--- config.mk ---
export PLATFORM = sky130hd
export DESIGN_NAME = if_fetch_ctrl_flat
export DESIGN_NICKNAME = d
export VERILOG_FILES = /design/src/rtl/if_fetch_ctrl_if.sv /design/src/rtl/if_fetch_ctrl.sv /design/src/flat_wrapper.sv
export SDC_FILE = /design/constraint.sdc
export NUM_CORES = 1
export LEC_CHECK = 0
export ABC_AREA = 1
export CORE_UTILIZATION = 45
export CTS_BUF_LIST = sky130_fd_sc_hd__clkbuf_8
export DETAILED_ROUTE_END_ITERATION = 8
export PLACE_DENSITY_LB_ADDON = 0.25
export RECOVER_POWER = 50
export SLEW_MARGIN = 20
export SYNTH_ARGS = -nofsm -noshare
export SYNTH_HDL_FRONTEND = slang
export SYNTH_SLANG_ARGS = --single-unit
--- constraint.sdc ---
create_clock -name clk_i -period 4 [get_ports clk_i]
set_clock_uncertainty 0.1 [all_clocks]
set_input_delay 0.4 -clock clk_i [delete_from_list [all_inputs] [get_ports clk_i]]
set_output_delay 0.4 -clock clk_i [all_outputs]
set_load 0.02 [all_outputs]
--- src/rtl/if_fetch_ctrl_if.sv ---
// Instruction-memory request/acknowledge bus.
//   req  : fetch request, driven by the fetch controller
//   addr : fetch address, stable from req until the ack cycle
//   ack  : fetch complete; data valid in this cycle
//   data : fetched instruction word
// master = fetch controller side, slave = instruction memory side.
interface if_fetch_ctrl_if;
  logic        req;
  logic [31:0] addr;
  logic        ack;
  logic [31:0] data;

  modport master (output req, addr, input ack, data);
  modport slave  (input req, addr, output ack, data);
endinterface

--- src/rtl/if_fetch_ctrl.sv ---
// Instruction-fetch stage controller. Owns the PC and the IF/ID pipeline
// register, issues fetches on a variable-latency req/ack memory bus and
// applies stall / flush / redirect controls coming from the hazard unit.
// Ports:
//   clk_i, rst_i          clock, asynchronous active-high reset
//   start_i               leave IDLE and begin fetching
//   stall_i, flush_i,
//   pc_hazard_i           hazard unit controls (flush 01 flush, 10 new, 00/11 hold)
//   jump_i/jump_target_i, branch_taken_i/branch_target_i
//                         redirect requests resolved in ID (used on flush 01)
//   imem                  instruction memory bus (master side)
//   if_id_inst_o, if_id_pc4_o, if_id_valid_o
//                         registered IF/ID contents
//   fetch_busy_o          fetch outstanding without ack, or discarding
module if_fetch_ctrl #(
  parameter logic [31:0] RESET_PC = 32'h0000_0000,
  parameter logic [31:0] NOP_INST = 32'h0000_0000
) (
  input  logic                   clk_i,
  input  logic                   rst_i,
  input  logic                   start_i,
  input  logic                   stall_i,
  input  logic [1:0]             flush_i,
  input  logic                   pc_hazard_i,
  input  logic                   jump_i,
  input  logic [31:0]            jump_target_i,
  input  logic                   branch_taken_i,
  input  logic [31:0]            branch_target_i,
  if_fetch_ctrl_if.master        imem,
  output logic [31:0]            if_id_inst_o,
  output logic [31:0]            if_id_pc4_o,
  output logic                   if_id_valid_o,
  output logic                   fetch_busy_o
);

  typedef enum logic [1:0] {
    ST_IDLE    = 2'd0,
    ST_FETCH   = 2'd1,
    ST_DISCARD = 2'd2
  } state_t;

  state_t      state_q, state_d;
  logic [31:0] pc_q, pc_d;
  logic [31:0] saved_target_q, saved_target_d;
  logic [31:0] inst_q, inst_d;
  logic [31:0] pc4_q, pc4_d;
  logic        valid_q, valid_d;

  logic        hold;
  logic        redirect;
  logic        new_inst;
  logic [31:0] pc_plus4;
  logic [31:0] target;

  // Codes 00 and 11 both mean "hold"; any hold source overrides 01/10.
  assign hold     = stall_i | pc_hazard_i | (flush_i[1] == flush_i[0]);
  assign redirect = ~hold & (flush_i == 2'b01);
  assign new_inst = ~hold & (flush_i == 2'b10);
  assign pc_plus4 = pc_q + 32'd4;
  assign target   = jump_i         ? jump_target_i   :
                    branch_taken_i ? branch_target_i : pc_plus4;

  always_comb begin
    state_d        = state_q;
    pc_d           = pc_q;
    saved_target_d = saved_target_q;
    inst_d         = inst_q;
    pc4_d          = pc4_q;
    valid_d        = valid_q;

    case (state_q)
      ST_IDLE: begin
        if (start_i) begin
          state_d = ST_FETCH;
        end
      end

      ST_FETCH: begin
        if (imem.ack) begin
          if (redirect) begin
            inst_d  = NOP_INST;
            pc4_d   = pc_plus4;
            valid_d = 1'b0;
            pc_d    = target;
          end else if (new_inst) begin
            inst_d  = imem.data;
            pc4_d   = pc_plus4;
            valid_d = 1'b1;
            pc_d    = pc_plus4;
          end
        end else begin
          // Fetch still outstanding: ID must not see a stale instruction.
          if (redirect || new_inst) begin
            inst_d  = NOP_INST;
            valid_d = 1'b0;
          end
          // The address may not move until ack, so remember where to go.
          if (redirect) begin
            saved_target_d = target;
            state_d        = ST_DISCARD;
          end
        end
      end

      ST_DISCARD: begin
        if (redirect || new_inst) begin
          inst_d  = NOP_INST;
          valid_d = 1'b0;
        end
        if (redirect) begin
          saved_target_d = target;
        end
        // Wrong-path word is dropped; a redirect in the ack cycle wins.
        if (imem.ack) begin
          pc_d    = redirect ? target : saved_target_q;
          state_d = ST_FETCH;
        end
      end

      default: begin
        state_d = ST_IDLE;
      end
    endcase
  end

  always_ff @(posedge clk_i or posedge rst_i) begin
    if (rst_i) begin
      state_q        <= ST_IDLE;
      pc_q           <= RESET_PC;
      saved_target_q <= 32'd0;
      inst_q         <= NOP_INST;
      pc4_q          <= 32'd0;
      valid_q        <= 1'b0;
    end else begin
      state_q        <= state_d;
      pc_q           <= pc_d;
      saved_target_q <= saved_target_d;
      inst_q         <= inst_d;
      pc4_q          <= pc4_d;
      valid_q        <= valid_d;
    end
  end

  // Request depends on state only, so there is no path from ack to req.
  assign imem.req      = (state_q != ST_IDLE);
  assign imem.addr     = pc_q;
  assign if_id_inst_o  = inst_q;
  assign if_id_pc4_o   = pc4_q;
  assign if_id_valid_o = valid_q;
  assign fetch_busy_o  = ((state_q == ST_FETCH) & ~imem.ack) | (state_q == ST_DISCARD);

endmodule
--- src/flat_wrapper.sv ---
// flat-port wrapper written by rule: the top's interface ports become plain ports
module if_fetch_ctrl_flat 
#(
  parameter logic [31:0] RESET_PC = 32'h0000_0000,
  parameter logic [31:0] NOP_INST = 32'h0000_0000
)
  (clk_i, rst_i, start_i, stall_i, flush_i, pc_hazard_i, jump_i, jump_target_i, branch_taken_i, branch_target_i, if_id_inst_o, if_id_pc4_o, if_id_valid_o, fetch_busy_o, imem_req, imem_addr, imem_ack, imem_data);
  if_fetch_ctrl_if imem_i ();
  input  logic clk_i;
  input  logic rst_i;
  input  logic start_i;
  input  logic stall_i;
  input  logic [1:0] flush_i;
  input  logic pc_hazard_i;
  input  logic jump_i;
  input  logic [31:0] jump_target_i;
  input  logic branch_taken_i;
  input  logic [31:0] branch_target_i;
  output logic [31:0] if_id_inst_o;
  output logic [31:0] if_id_pc4_o;
  output logic if_id_valid_o;
  output logic fetch_busy_o;
  output wire logic [$bits(imem_i.req)-1:0] imem_req;
  output wire logic [$bits(imem_i.addr)-1:0] imem_addr;
  input wire logic [$bits(imem_i.ack)-1:0] imem_ack;
  input wire logic [$bits(imem_i.data)-1:0] imem_data;
  assign imem_req = imem_i.req;
  assign imem_addr = imem_i.addr;
  assign imem_i.ack = imem_ack;
  assign imem_i.data = imem_data;
  if_fetch_ctrl #(.RESET_PC(RESET_PC), .NOP_INST(NOP_INST)) u_core (.clk_i(clk_i), .rst_i(rst_i), .start_i(start_i), .stall_i(stall_i), .flush_i(flush_i), .pc_hazard_i(pc_hazard_i), .jump_i(jump_i), .jump_target_i(jump_target_i), .branch_taken_i(branch_taken_i), .branch_target_i(branch_target_i), .imem(imem_i), .if_id_inst_o(if_id_inst_o), .if_id_pc4_o(if_id_pc4_o), .if_id_valid_o(if_id_valid_o), .fetch_busy_o(fetch_busy_o));
endmodule
Word-level counts from Yosys, hierarchy flattened:

Index checks and enable logic that the tools add are counted.

* reduce and logical (&&, ||, !) cells: 10
* multiplexer cells: 26
* add/sub/neg operators: 1
* bitwise operators: 8
* eq/ne operators: 12

Operators with widths (count)
* 2-to-1 mux 32 bit: 13
* one-hot mux 32 bit (2 select lines): 3
* adder 32 x 3 -> 32 bit (second input constant): 1
* 2-to-1 mux 2 bit: 4
* != test 2 bit (second input constant): 4
* AND reduction 4 bit: 2
* one-hot mux 2 bit (3 select lines): 1
* nonzero test 2 bit: 3
* == test 2 x 1 -> 1 bit (second input constant): 2
* == test 2 bit (second input constant): 2
* 2-to-1 mux 1 bit: 4
* != test 4 x 2 -> 1 bit (second input constant): 1
* AND reduction 2 bit: 2
* AND 1 bit: 3
* != test 3 x 1 -> 1 bit (second input constant): 1
* OR 1 bit: 3
* AND reduction 3 bit: 1
* zero test 2 bit: 1
* != test 2 x 1 -> 1 bit (second input constant): 1
* inverter 1 bit: 2
* one-hot mux 1 bit (2 select lines): 1
* == test 1 bit: 1
* logical OR 1 bit: 1

* input port bits: 106
* output and inout port bits: 99
* flip-flop bits (word level): 131
* word-level logic and storage cells: 63

Longest topological paths before layout:

* depth after elaboration: 8
* gate-level depth with buffers: 13
* gate-level depth less buffers: 12

Least setup slack after synthesis:

Ideal clock, no wire load.

* path type: input to register
* start: input port flush_i[0]
* end: register u_core.pc_q[6] (netlist: u_core.imem.addr[6])
* data required time: 3.761 ns
* path slack: 2.102 ns
* cell stages on the path: 11
* arrival: 1.659 ns
* path through: inv_1 -> ha_1 -> inv_1 -> nand2_1 -> nand2_1 -> nand2_1 -> nand2_1 -> nand2_2 -> clkbuf_1 -> a221oi_1 -> a22oi_1

* longest elaborated chain between the ends: 7
* elaborated cells between the ends (all ways): 14

Ends and longest elaborated chain
* start, declared: RTL line flat_wrapper.sv:13 `input logic [1:0] flush_i;`
* == test 1 bit: RTL line if_fetch_ctrl.sv:56 `assign hold = stall_i | pc_hazard_i | (flush_i[1] == flush_i[0]);`
* OR 1 bit: RTL line if_fetch_ctrl.sv:56
* inverter 1 bit: RTL line if_fetch_ctrl.sv:57, if_fetch_ctrl.sv:58
* AND 1 bit: RTL line if_fetch_ctrl.sv:57 `assign redirect = ~hold & (flush_i == 2'b01);`
* 2-to-1 mux 32 bit (on tied branches)
* 2-to-1 mux 32 bit (on tied branches): RTL line if_fetch_ctrl.sv:114, if_fetch_ctrl.sv:79
* one-hot mux 32 bit (2 select lines): RTL line if_fetch_ctrl.sv:71 `case (state_q)`
* end signal, assigned: RTL line if_fetch_ctrl.sv:136 `pc_q <= pc_d;`
* end, declared: RTL line if_fetch_ctrl.sv:43 `logic [31:0] pc_q, pc_d;`

Parallel ways exist; a longest one is shown, timed or not. The select of a mux whose other input is x is not followed.
A chain may end at the register's enable or synchronous reset.

Final worst setup path:

* start: register u_core.state_q[0]
* end: output port fetch_busy_o

* longest elaborated chain between the ends: 3
* elaborated cells between the ends (all ways): 4

Ends and longest elaborated chain
* start, declared: RTL line if_fetch_ctrl.sv:42 `state_t state_q, state_d;`
* start signal, assigned: RTL line if_fetch_ctrl.sv:135 `state_q <= state_d;`
* == test 2 x 1 -> 1 bit: RTL line if_fetch_ctrl.sv:150 `assign fetch_busy_o = ((state_q == ST_FETCH) & ~imem.ack) | (state_q == ST_DISCARD);`
* AND 1 bit: RTL line if_fetch_ctrl.sv:150
* OR 1 bit (*): RTL line if_fetch_ctrl.sv:150
* end, declared: RTL line flat_wrapper.sv:22 `output logic fetch_busy_o;`

Every way passes the cells marked *; elsewhere a longest branch is shown, timed or not.

==> results.toml <==
[run_status]
status = "complete, but fails checks"
violations = "max-capacitance violations, max-slew violations"

[logic_synthesis]
syn_area_per_cell_sq_um = 7.18
synth-seq-area-share = 0.449
ys_ff_latch = 131
synth_area_sq_mm = 0.00730
synth-edff-count = 0
yosysTopAreaCellShare = 0.449
async_flop_share = 1.00
yosysUniqueCellTypes = 34
synth_area_leaders = "dfrtp_1, nand2_1, inv_1"
synth_ff_type = "dfrtp_1"
ys_warn_count = 0
syn_inst = 1016
synth_top_cell_by_area = "dfrtp_1"
synth_fp_nets = 1129

[placement]
dpl.cell_count = 1404
hpwl_um = 15600
portBuffers = 204
place_area_sq_mm = 0.00950
gp_congestion = 0.884

[worst_hold_path]
min_from = "u_core.if_id_pc4_o[6]"
worstHoldPathType = "flip-flop to flip-flop"

[cts]
clk_latency_ns = 0.46
path_clk_slew_ns = 0.07
hold_buffers = 0
cts-buffers-inserted = 17
ctsHtreeMaxLevel = 4
cts_setup_buffers = 0
clock_path_buffers = 2
ctsRootBufferMaster = "clkbuf_8"
cts_resized = 0
cts_tree = "built"
clkSinkCount = 131

[detailed_routing]
via_count = 7370
drc_errors = 0
first_pass_iters = 5
drt_iter0_markers = 521
wl_per_cell_um = 15.2
postRouteAntennaNets = 0
viasPerCell = 5.13
wl_um = 21800

[critical_path]
reg2reg_slack_ns = 1.45
critical_path_class = "flip-flop to output pin"
cp_slowest_cell = "clkdlybuf4s50_1"
reg2reg_from = "u_core.state_q[0]"
crit_required_ns = 3.50
crit_fanout = 5
critPathBufInv = 2
arrival_ns = 2.18
cp_cell_sequence = "inv_1, ha_1, nor2_1, nor2_1, clkdlybuf4s50_1"
max_stage_delay_ns = 0.64
start_kind = "flip-flop"
critPathTopFamily = "buffers and inverters"
path_common_cell = "nor2_1"
critPathLaunch = "u_core.state_q[0]"
endpoint_kind = "output pin"

[global_routing]
grt_pass1_wl_um = 35400
grt_pass1_vias = 7035
grtUsageTotal = 0.275
grt_overflow = 0
grt_max_degree = 61
antenna_found_initial = 0

[sta]
setup_tns_ns = 0
finalCritPeriodShare = 0.671
worstMarginPinSlew_ns = 2.64
hold_viol = 0
rsz0062_at_grt = "no"
min_period_ns = 2.68
setup_violations = 0
maxSlewViolCount = 61
fmax_ghz = 0.373
maxSlewHeadroom = -0.767
hold_ws_ns = 0.369

[finish]
final_area_sq_mm = 0.00992
nFillCells = 1437
stdcell_count = 1436
drive_above_1_share = 0.0639
areaGrowthSynthToFinish_pct = 36.0
final_common_cell = "nand2_1"
finalNetCount = 1320
final_cell_mix = "nand2_1, clkdlybuf4s50_1, inv_1"
diodes = 0
final_util = 0.627

[floorplanning]
core_sq_mm = 0.0158
dieArea_sq_mm = 0.0167
die_x_um = 129
rows = 46
pin_count = 205
die_height_um = 129
initial_core_util = 0.461

[power]
p_leak_uw = 0.00487
power_density_mw_per_mm2 = 747
peakVddDrop_v = 0.000400

[flow_run]
drv_cap = 1
==> logic make-up (layout without fill, tap and decap cells) <==
logic type | count (synthesis) | in the layout | synth area share
adder cells (fa/ha/maj) | 7 | 7 | 0.0120
XOR/XNOR | 10 | 10 | 0.0130
flip-flops | 131 | 131 | 0.449
buffers and inverters | 187 | 391 | 0.102
AO/OA/AOI/OAI | 206 | 206 | 0.155
AND/OR/NAND/NOR | 475 | 475 | 0.269
==> registers in the layout, summed over array words and instances, names as in the netlist <==
register and count:
u_core.if_id_inst_o 32, u_core.if_id_pc4_o 32, u_core.imem.addr 32, u_core.saved_target_q 32, u_core.state_q 2, u_core.if_id_valid_o 1
==> stage by stage <==
step	worst slack [ns]	total power (uW)
2_1_floorplan	0.00230	4670
3_3_place_gp	0.986	6200
3_5_place_dp	0.915	6280
4_1_cts	1.26	7530
5_1_grt	0.867	7960
6_report	1.32	7410
==> report_power, final <==
part	switching, uW	internal [uW]	total, uW
registers	508	1970	2470
clock network	535	693	1230
logic	2220	1490	3710
total	3260	4150	7410
==> cell type report <==
| type | instances | area [sq um] | share of cell area |
|---|---|---|---|
| Sequential cell | 131 | 3280 | 0.330 |
| Multi-Input combinational cell | 698 | 3280 | 0.330 |
| Timing Repair Buffer | 217 | 2130 | 0.215 |
| Clock inverter | 10 | 129 | 0.0130 |
| Tap cell | 216 | 270 | 0.0272 |
| Clock buffer | 22 | 303 | 0.0305 |
| Inverter | 142 | 534 | 0.0538 |
==> metal layers <==
layer  track usage  part of all wire
met5             0                 0
met4        0.0920             0.016
met3        0.0776             0.086
met2         0.460              0.48
met1         0.343              0.42
==> final timing paths <==
| check | to | cells past startpoint |
|---|---|---|
| worst min-delay path | u_core.if_id_pc4_o[6] | 2 |
| worst max register to register | u_core.imem.addr[22] | 9 |
| worst max-delay path | fetch_busy_o | 5 |
| max in group asynchronous | u_core.if_id_pc4_o[15] | 3 |
| min in group asynchronous | u_core.if_id_inst_o[3] | 2 |
| worst min register to register | u_core.if_id_pc4_o[6] | 2 |
==> synth_stat cells, drive strengths merged, types with 2 or more instances <==
library cell,n
ha,7
xnor2,2
nand3,40
o21ai,90
inv,142
clkbuf,19
a211oi,3
o211ai,4
dfrtp,131
a22oi,2
a21oi,66
nand2,300
xor2,8
a221oi,2
o22ai,35
and2,2
buf,26
o221ai,2
nor2,126
or2,5
==> worst register-to-register path: stages, from the launching register on <==
cell and delay (ns):
dfrtp_1 0.40, inv_1 0.10, ha_1 0.30, nor2_1 0.14, nor2_1 0.13, nand2_2 0.27, inv_2 0.54, o21ai_0 0.20
a21oi_1 0.17, a21oi_1 0.08
(Power assumes the default switching activity.)
